==> config.mk <==
export PLATFORM = sky130hd
export DESIGN_NAME = alu_regfile_datapath
export DESIGN_NICKNAME = d
export VERILOG_FILES = /design/src/rtl/alu_regfile_datapath.sv
export SDC_FILE = /design/constraint.sdc
export NUM_CORES = 1
export LEC_CHECK = 0
export CAP_MARGIN = 10
export CORE_MARGIN = 1
export CORE_UTILIZATION = 55
export CTS_BUF_LIST = sky130_fd_sc_hd__clkbuf_4
export DETAILED_ROUTE_END_ITERATION = 10
export PLACE_DENSITY = 0.87
export SLEW_MARGIN = 20
export SYNTH_ARGS = -nofsm -noshare
export SYNTH_HDL_FRONTEND = slang
export SYNTH_SLANG_ARGS = --single-unit
==> constraint.sdc <==
create_clock -name CLK -period 16.2 [get_ports CLK]
set_input_delay 4.86 -clock CLK [delete_from_list [all_inputs] [get_ports CLK]]
set_output_delay 4.86 -clock CLK [all_outputs]
set_load 0.03 [all_outputs]
==> src/rtl/alu_regfile_datapath.sv <==
// Execution datapath: an 8-entry register file with two combinational read ports
// and one write port, feeding an ALU whose result is written back to the register file.
module alu_regfile_datapath #(
    parameter int DATA_WIDTH = 8,
    parameter int ADDR_WIDTH = 3
) (
    input  logic                  CLK,
    input  logic                  RESET,
    input  logic                  WRITE,
    input  logic [ADDR_WIDTH-1:0] INADDRESS,
    input  logic [ADDR_WIDTH-1:0] OUT1ADDRESS,
    input  logic [ADDR_WIDTH-1:0] OUT2ADDRESS,
    input  logic [DATA_WIDTH-1:0] IMMEDIATE,
    input  logic [2:0]            ALUOP,
    input  logic                  COMPLEMENT_FLAG,
    input  logic                  IMMEDIATE_FLAG,
    output logic [DATA_WIDTH-1:0] REGOUT1,
    output logic [DATA_WIDTH-1:0] REGOUT2,
    output logic [DATA_WIDTH-1:0] ALU_RESULT
);
    localparam int NUM_REGS = 2 ** ADDR_WIDTH;

    localparam logic [2:0] OP_FORWARD = 3'b000;
    localparam logic [2:0] OP_ADD     = 3'b001;
    localparam logic [2:0] OP_AND     = 3'b010;
    localparam logic [2:0] OP_OR      = 3'b011;

    logic [NUM_REGS-1:0][DATA_WIDTH-1:0] regs_q;
    logic [NUM_REGS-1:0][DATA_WIDTH-1:0] regs_d;
    logic [NUM_REGS-1:0]                 wr_en;

    logic [DATA_WIDTH-1:0] operand_a;
    logic [DATA_WIDTH-1:0] operand_b;
    logic [DATA_WIDTH-1:0] neg_b;

    assign REGOUT1 = regs_q[OUT1ADDRESS];
    assign REGOUT2 = regs_q[OUT2ADDRESS];

    assign operand_a = REGOUT1;
    // Two's complement wraps, so negating the most negative value returns itself.
    assign neg_b = (~REGOUT2) + DATA_WIDTH'(1);

    always_comb begin
        operand_b = REGOUT2;
        if (IMMEDIATE_FLAG) begin
            operand_b = IMMEDIATE;
        end else if (COMPLEMENT_FLAG) begin
            operand_b = neg_b;
        end
    end

    always_comb begin
        ALU_RESULT = '0;
        case (ALUOP)
            OP_FORWARD: ALU_RESULT = operand_b;
            OP_ADD:     ALU_RESULT = operand_a + operand_b;
            OP_AND:     ALU_RESULT = operand_a & operand_b;
            OP_OR:      ALU_RESULT = operand_a | operand_b;
            default:    ALU_RESULT = '0;
        endcase
    end

    genvar gi;
    generate
        for (gi = 0; gi < NUM_REGS; gi++) begin : g_wr
            assign wr_en[gi]  = WRITE && (INADDRESS == ADDR_WIDTH'(gi));
            assign regs_d[gi] = wr_en[gi] ? ALU_RESULT : regs_q[gi];
        end
    endgenerate

    // Clear is asynchronous; since writes are also gated by RESET's level, the
    // first edge seen with RESET high is the first one that can write.
    always_ff @(posedge CLK or negedge RESET) begin
        if (!RESET) begin
            regs_q <= '0;
        end else begin
            regs_q <= regs_d;
        end
    end

endmodule

==> results of run 1 <==
-- worst max-delay path by stage --
stage | from | slack, ps | end | depth (start not counted)
after floorplan | OUT1ADDRESS[0] | 2530 | ALU_RESULT[7] | 14
after global placement | OUT2ADDRESS[1] | 1530 | ALU_RESULT[7] | 16
after detailed placement | OUT2ADDRESS[1] | 1460 | ALU_RESULT[7] | 16
after CTS | OUT2ADDRESS[1] | 1440 | ALU_RESULT[7] | 16
after global routing | OUT2ADDRESS[1] | 1010 | ALU_RESULT[7] | 16
final | OUT2ADDRESS[1] | 1410 | ALU_RESULT[7] | 16
-- cells in the mapped netlist (2+ instances only) --
cell,n
mux2i_2,3
clkbuf_1,7
mux4_2,28
xor2_1,3
dfrtp_1,64
nand2_1,74
mux2_2,3
nor3_1,7
o21a_1,3
inv_2,3
o21ai_0,21
ha_1,17
nor3_2,3
a31oi_1,5
o22ai_1,2
buf_6,3
inv_1,38
nand3_2,2
o21ai_1,44
buf_1,2
xnor2_1,5
mux2i_4,3
nor4_1,2
a21oi_1,13
nand3_1,5
a21o_1,3
o21ai_2,3
dlygate4sd3_1,6
mux2i_1,14
nor2b_1,7
nand2b_1,2
mux4_1,6
nor2_1,12
-- power groups by stage --
stage          sequential (mW)  clock (mW)  combinational [mW]
2_1_floorplan            0.212           0               0.193
3_3_place_gp             0.218           0               0.252
3_5_place_dp             0.222           0               0.263
4_1_cts                  0.219      0.0862               0.264
5_1_grt                  0.224      0.0939               0.288
6_report                 0.220      0.0849               0.265
-- kinds of logic (layout without fill, tap and decap cells) --
| group | Yosys count | in the layout |
|---|---|---|
| fa+ha+maj | 18 | 18 |
| buf+inv | 66 | 109 |
| compound gates | 106 | 106 |
| simple gates | 118 | 118 |
| mux | 58 | 58 |
| xor+xnor | 8 | 8 |
| flops | 64 | 64 |
-- final cells by class --
class	instances	area, sq um	area share
clock buffers	10	75.1	0.0149
clock inverters	5	25.0	0.00497
inverters	42	158	0.0313
multi-input cells	308	2540	0.505
flip-flops and latches	64	1600	0.318
well taps	102	128	0.0253
repair buffers	52	505	0.100
-- cell usage in the layout, fill, tap and decap left out, drive strengths merged, types with 5 or more instances in the layout --
cell type      netlist  final
nand2               74     74
mux4                34     34
nor3                10     10
nand3                7      7
buf                  8      5
ha                  17     17
clkbuf               8     10
nor2                12     12
nor2b                7      7
a21oi               13     13
o21ai               68     68
xnor2                5      5
a31oi                6      6
inv                 41     41
mux2i               20     20
clkdlybuf4s50        1     47
dfrtp               64     64
clkinv               1      5
-- stage by stage --
stage | worst slack, ps | hold WS [ps]
floorplan | 2530 | 458
global placement | 1530 | 475
detailed placement | 1460 | 500
CTS | 1440 | 521
global route | 1010 | 546
finish | 1410 | 520
-- metal layers --
| layer | vias up | share of wire |
|---|---|---|
| met2 | 172 | 0.50 |
| li1 | 1650 | - |
| met5 | - | 0 |
| met1 | 1841 | 0.41 |
| met4 | 0 | 0.022 |
| met3 | 30 | 0.070 |
-- worst max-delay path: cells and delay by family --
family	cells	cell delay (ps)
buffers and inverters	4	1870
AO/OA/AOI/OAI	6	1530
multiplexers	2	870
adder cells (fa/ha/maj)	2	510
XOR/XNOR	1	150
AND/OR/NAND/NOR	1	130
==> impl_metrics.env, run 1 <==
export IMPL_status="finished clean"
export IMPL_largest_reg_flops=64
export IMPL_synth_top_area_frac=0.356
export IMPL_via_per_inst=6.33
export IMPL_ff2ff_setup_slack_ps=12310
export IMPL_grt_overflow_total=0
export IMPL_vdd_ir_drop_max_mv=0.0758
export IMPL_synthTopCellsByArea="dfrtp_1, mux4_2, nand2_1"
export IMPL_min_delay_start="regs_q[26]$_DFFE_PN0P_"
export IMPL_hold_end="regs_q[26]$_DFFE_PN0P_"
export IMPL_async_flop_share=1.00
export IMPL_met1_usage=0.353
export IMPL_power_share_switching=0.399
export IMPL_grt_busiest_layer="met2"
export IMPL_pin_count=49
export IMPL_syn_to_final_growth_pct=12.0
export IMPL_pwr_share_seq=0.386
export IMPL_dp_hpwl_mm=8.17
export IMPL_synth_edf_count=0
export IMPL_cts_buffers=9
export IMPL_setup_viol=0
export IMPL_p_comb_frac=0.465
export IMPL_synth_area_leader_cell="dfrtp_1"
export IMPL_synthAdderAreaFrac=0.0518
export IMPL_finalMaxSlewViolations=0
export IMPL_routed_wl_mm=11.1
export IMPL_cts_buffer_depth=2
export IMPL_avgSynthCellArea_sq_um=10.3
export IMPL_track_usage=0.277
export IMPL_cp_start_kind="input pin"
export IMPL_crit_arrival_ps=9930
export IMPL_die_h_um=92.4
export IMPL_cell_internal_pwr_uw=343
export IMPL_clk_latency_ps=410
export IMPL_slowest_stage="clkdlybuf4s50_1"
export IMPL_cts_max_level=3
export IMPL_synth_compound_area_share=0.140
export IMPL_synth_top_flop_cell="dfrtp_1"
export IMPL_vias=3693
export IMPL_max_flop_register="regs_q"
export IMPL_final_util=0.645
export IMPL_die_w_um=92.4
export IMPL_drv_cap=0
export IMPL_gr_usage_met3=0.0542
export IMPL_netlist_area_sq_um=4500
export IMPL_syn_inst=438
export IMPL_crit_type="in2out"
export IMPL_cts_setup_buffers=0
export IMPL_cts_root_buf="clkbuf_4"
export IMPL_design_area_sq_um=5030
export IMPL_synth_net_count=481
export IMPL_die_area_sq_um=8540
export IMPL_synth_distinct_cells=58
export IMPL_firstDrtPassIters=5
export IMPL_grt_pass1_vias=3618
export IMPL_grt_first_pass_wirelength_mm=17.7
export IMPL_antenna_found_initial=0
export IMPL_cp_slowest_stage_delay_ps=980
export IMPL_core_area_sq_um=7810
export IMPL_path_cells="clkdlybuf4s50_1, mux4_2, mux2i_4, ha_1, o21ai_1, o21ai_1, inv_1, ha_1, a21o_1, a211o_1, a2111oi_0, nor3_1, xnor2_1, o311a_1, inv_1, clkdlybuf4s50_1"
export IMPL_cts_sinks=64
export IMPL_worst_pin_slew_ps=861
export IMPL_period_minus_slack_ps=14790
export IMPL_leakagePower_nw=2.32
export IMPL_final_cells=583
export IMPL_reg2regPathDepth=14
export IMPL_drive_gt1_frac=0.148
export IMPL_wl_per_cell_um=19.0
export IMPL_skew_ps=16.1
export IMPL_num_nets_final=520
export IMPL_max_slew_margin_rel=0.424
export IMPL_synth_top_family_by_area="multiplexers"
export IMPL_fmax_ghz=0.0676
export IMPL_antenna_cells=0
export IMPL_fillers=633
export IMPL_ys_seq_area_frac=0.356
export IMPL_rsz0062_at_grt="false"
export IMPL_synth_simple_area_share=0.118
export IMPL_p_total_uw=571
export IMPL_tritoncts="built"
export IMPL_crit_fanout=11
export IMPL_setup_tns_ps=0
export IMPL_powerDensity_nw_per_um2=113
export IMPL_place_area_sq_um=4930
export IMPL_p_clk_frac=0.149
export IMPL_global_route_usage_met2=0.457
export IMPL_io_buffers=48
export IMPL_reg_largest_list="regs_q x64"
export IMPL_required_ps=11340
export IMPL_clkSlewWorstSetupHoldPaths_ps=90
export IMPL_grt_max_degree=65
export IMPL_r2r_start="regs_q[57]$_DFFE_PN0P_"
export IMPL_route_detailed_drc=0
export IMPL_ctsHoldBuffers=0
export IMPL_switchingPower_uw=228
export IMPL_start_util=0.576
export IMPL_hold_path_class="reg2reg"
export IMPL_num_rows=32
export IMPL_dp_cells=568
export IMPL_finalWeightedCongestion=0.890
export IMPL_ant_nets=0
export IMPL_min_path_cells=2
export IMPL_ys_seq_elements=64
export IMPL_yosys_mux_area_fraction=0.241
export IMPL_cp_end_kind="primary output"
export IMPL_ys_warn_count=0
export IMPL_finalCritPeriodShare=0.913
export IMPL_finalHoldViolations=0
export IMPL_timing_rr_end="regs_q[39]$_DFFE_PN0P_"
export IMPL_synth_xor_area_share=0.0156
export IMPL_drt_first_iter_violations=280
export IMPL_cts_resized=0
No activity file was read; power rests on OpenSTA's default activity.
==> inputs of run 2 (changes only) <==
- CORE_UTILIZATION: 55 -> 45
- PLACE_DENSITY: 0.87 -> 0.75
==> impl_metrics.env, run 2 (synthesis results as in run 1) <==
export IMPL_status="finished with violations"
export IMPL_violations="design-rule violations"
export IMPL_max_flop_register="regs_q"
export IMPL_fmax_ghz=0.0679
export IMPL_hold_path_class="reg2reg"
export IMPL_pin_count=49
export IMPL_fillers=901
export IMPL_setup_viol=0
export IMPL_vdd_ir_drop_max_mv=0.0329
export IMPL_powerDensity_nw_per_um2=112
export IMPL_die_h_um=102
export IMPL_start_util=0.462
export IMPL_grt_overflow_total=0
export IMPL_cts_sinks=64
export IMPL_track_usage=0.231
export IMPL_final_util=0.521
export IMPL_die_area_sq_um=10400
export IMPL_num_nets_final=519
export IMPL_num_rows=36
export IMPL_antenna_cells=0
export IMPL_setup_tns_ps=0
export IMPL_worst_pin_slew_ps=874
export IMPL_final_cell_mix="nand2_1, dfrtp_1, clkdlybuf4s50_1"
export IMPL_cp_start_kind="input pin"
export IMPL_dp_hpwl_mm=8.20
export IMPL_crit_arrival_ps=9860
export IMPL_pre_cts_ws_ps=1430
export IMPL_r2r_start="regs_q[48]$_DFFE_PN0P_"
export IMPL_clkSlewWorstSetupHoldPaths_ps=100
export IMPL_tritoncts="built"
export IMPL_routed_wl_mm=11.1
export IMPL_grt_max_degree=65
export IMPL_grt_pass1_vias=3417
export IMPL_cts_root_buf="clkbuf_4"
export IMPL_finalCritPeriodShare=0.909
export IMPL_worst_slack_ps=1480
export IMPL_crit_type="in2out"
export IMPL_drive_gt1_frac=0.146
export IMPL_finalHoldViolations=0
export IMPL_min_delay_start="regs_q[5]$_DFFE_PN0P_"
export IMPL_path_cells="clkdlybuf4s50_1, buf_4, mux4_2, mux2i_4, ha_1, o21ai_1, o21ai_1, inv_1, ha_1, a21o_1, a211o_1, a2111oi_0, nor3_1, xnor2_1, o311a_1, inv_1, clkdlybuf4s50_1"
export IMPL_worst_path_buf_inv=5
export IMPL_skew_ps=18.8
export IMPL_cp_end_kind="primary output"
export IMPL_syn_to_final_growth_pct=12.7
export IMPL_place_area_sq_um=4970
export IMPL_cts_resized=0
export IMPL_firstDrtPassIters=7
export IMPL_route_detailed_drc=1
export IMPL_leakagePower_nw=2.32
export IMPL_drv_cap=0
export IMPL_crit_fanout=12
export IMPL_reg_largest_list="regs_q x64"
export IMPL_via_per_inst=5.86
export IMPL_cts_setup_buffers=0
export IMPL_layout_commonest_cell="nand2_1"
export IMPL_drt_first_iter_violations=293
export IMPL_holdWs_ps=512
export IMPL_die_w_um=102
export IMPL_clk_latency_ps=420
export IMPL_wl_per_cell_um=18.2
export IMPL_cp_slowest_stage_delay_ps=660
export IMPL_rsz0062_at_grt="false"
export IMPL_finalWeightedCongestion=0.921
export IMPL_cts_buffer_depth=2
export IMPL_io_buffers=48
export IMPL_largest_reg_flops=64
export IMPL_core_area_sq_um=9730
export IMPL_finalMaxSlewViolations=0
export IMPL_antenna_found_initial=0
export IMPL_vias=3593
export IMPL_ant_nets=0
export IMPL_crit_path_start="OUT2ADDRESS[1]"
export IMPL_design_area_sq_um=5070
export IMPL_grt_first_pass_wirelength_mm=17.7
export IMPL_cts_max_level=3
export IMPL_required_ps=11340
export IMPL_period_minus_slack_ps=14720
export IMPL_slowest_stage="clkdlybuf4s50_1"
export IMPL_critPathTopFamily="buffers and inverters"
export IMPL_max_slew_margin_rel=0.416
export IMPL_ctsHoldBuffers=0
export IMPL_cts_buffers=9
==> run 2: changes by cell type in the layout (fill, tap and decap cells not counted), sizes merged <==
cell / change
buf: -1
==> run 2: report_power, final <==
part	internal (mW)	switching [mW]
clock	0.0309	0.0547
sequential	0.193	0.0265
combinational	0.118	0.144
==> run 2: final timing paths <==
path	to	slack [ps]	depth (start not counted)
worst max-delay path	ALU_RESULT[7]	1480	17
worst min-delay path	regs_q[5]$_DFFE_PN0P_	510	2
worst max register to register	regs_q[23]$_DFFE_PN0P_	12210	14
worst min register to register	regs_q[5]$_DFFE_PN0P_	510	2
max in group asynchronous	regs_q[10]$_DFFE_PN0P_	11060	2
min in group asynchronous	regs_q[33]$_DFFE_PN0P_	4600	2
==> run 2: stage by stage <==
step,power [mW],instances
final,0.568,613
after CTS,0.570,613
after detailed placement,0.484,598
after floorplan,0.405,438
after global routing,0.605,613
after global placement,0.475,598
==> run 2: worst min-delay path, cell delays in order (launching register included) <==
cell and delay (ps):
dfrtp_1 370, nand2_1 50, o21ai_1 60
==> run 2: per-layer routing <==
layer	up-vias	share of wire	track usage
li1	1652	-	-
met1	1768	0.42	0.289
met4	0	0.032	0.126
met2	149	0.49	0.387
met5	-	0	0
met3	24	0.058	0.0356
==> run 2: cell type report <==
| class | instances | area (sq um) | area share |
|---|---|---|---|
| inverters | 42 | 158 | 0.0311 |
| clock inverters | 5 | 25.0 | 0.00494 |
| flip-flops and latches | 64 | 1600 | 0.316 |
| multi-input cells | 308 | 2540 | 0.502 |
| well taps | 133 | 166 | 0.0328 |
| repair buffers | 51 | 498 | 0.0983 |
| clock buffers | 10 | 75.1 | 0.0148 |
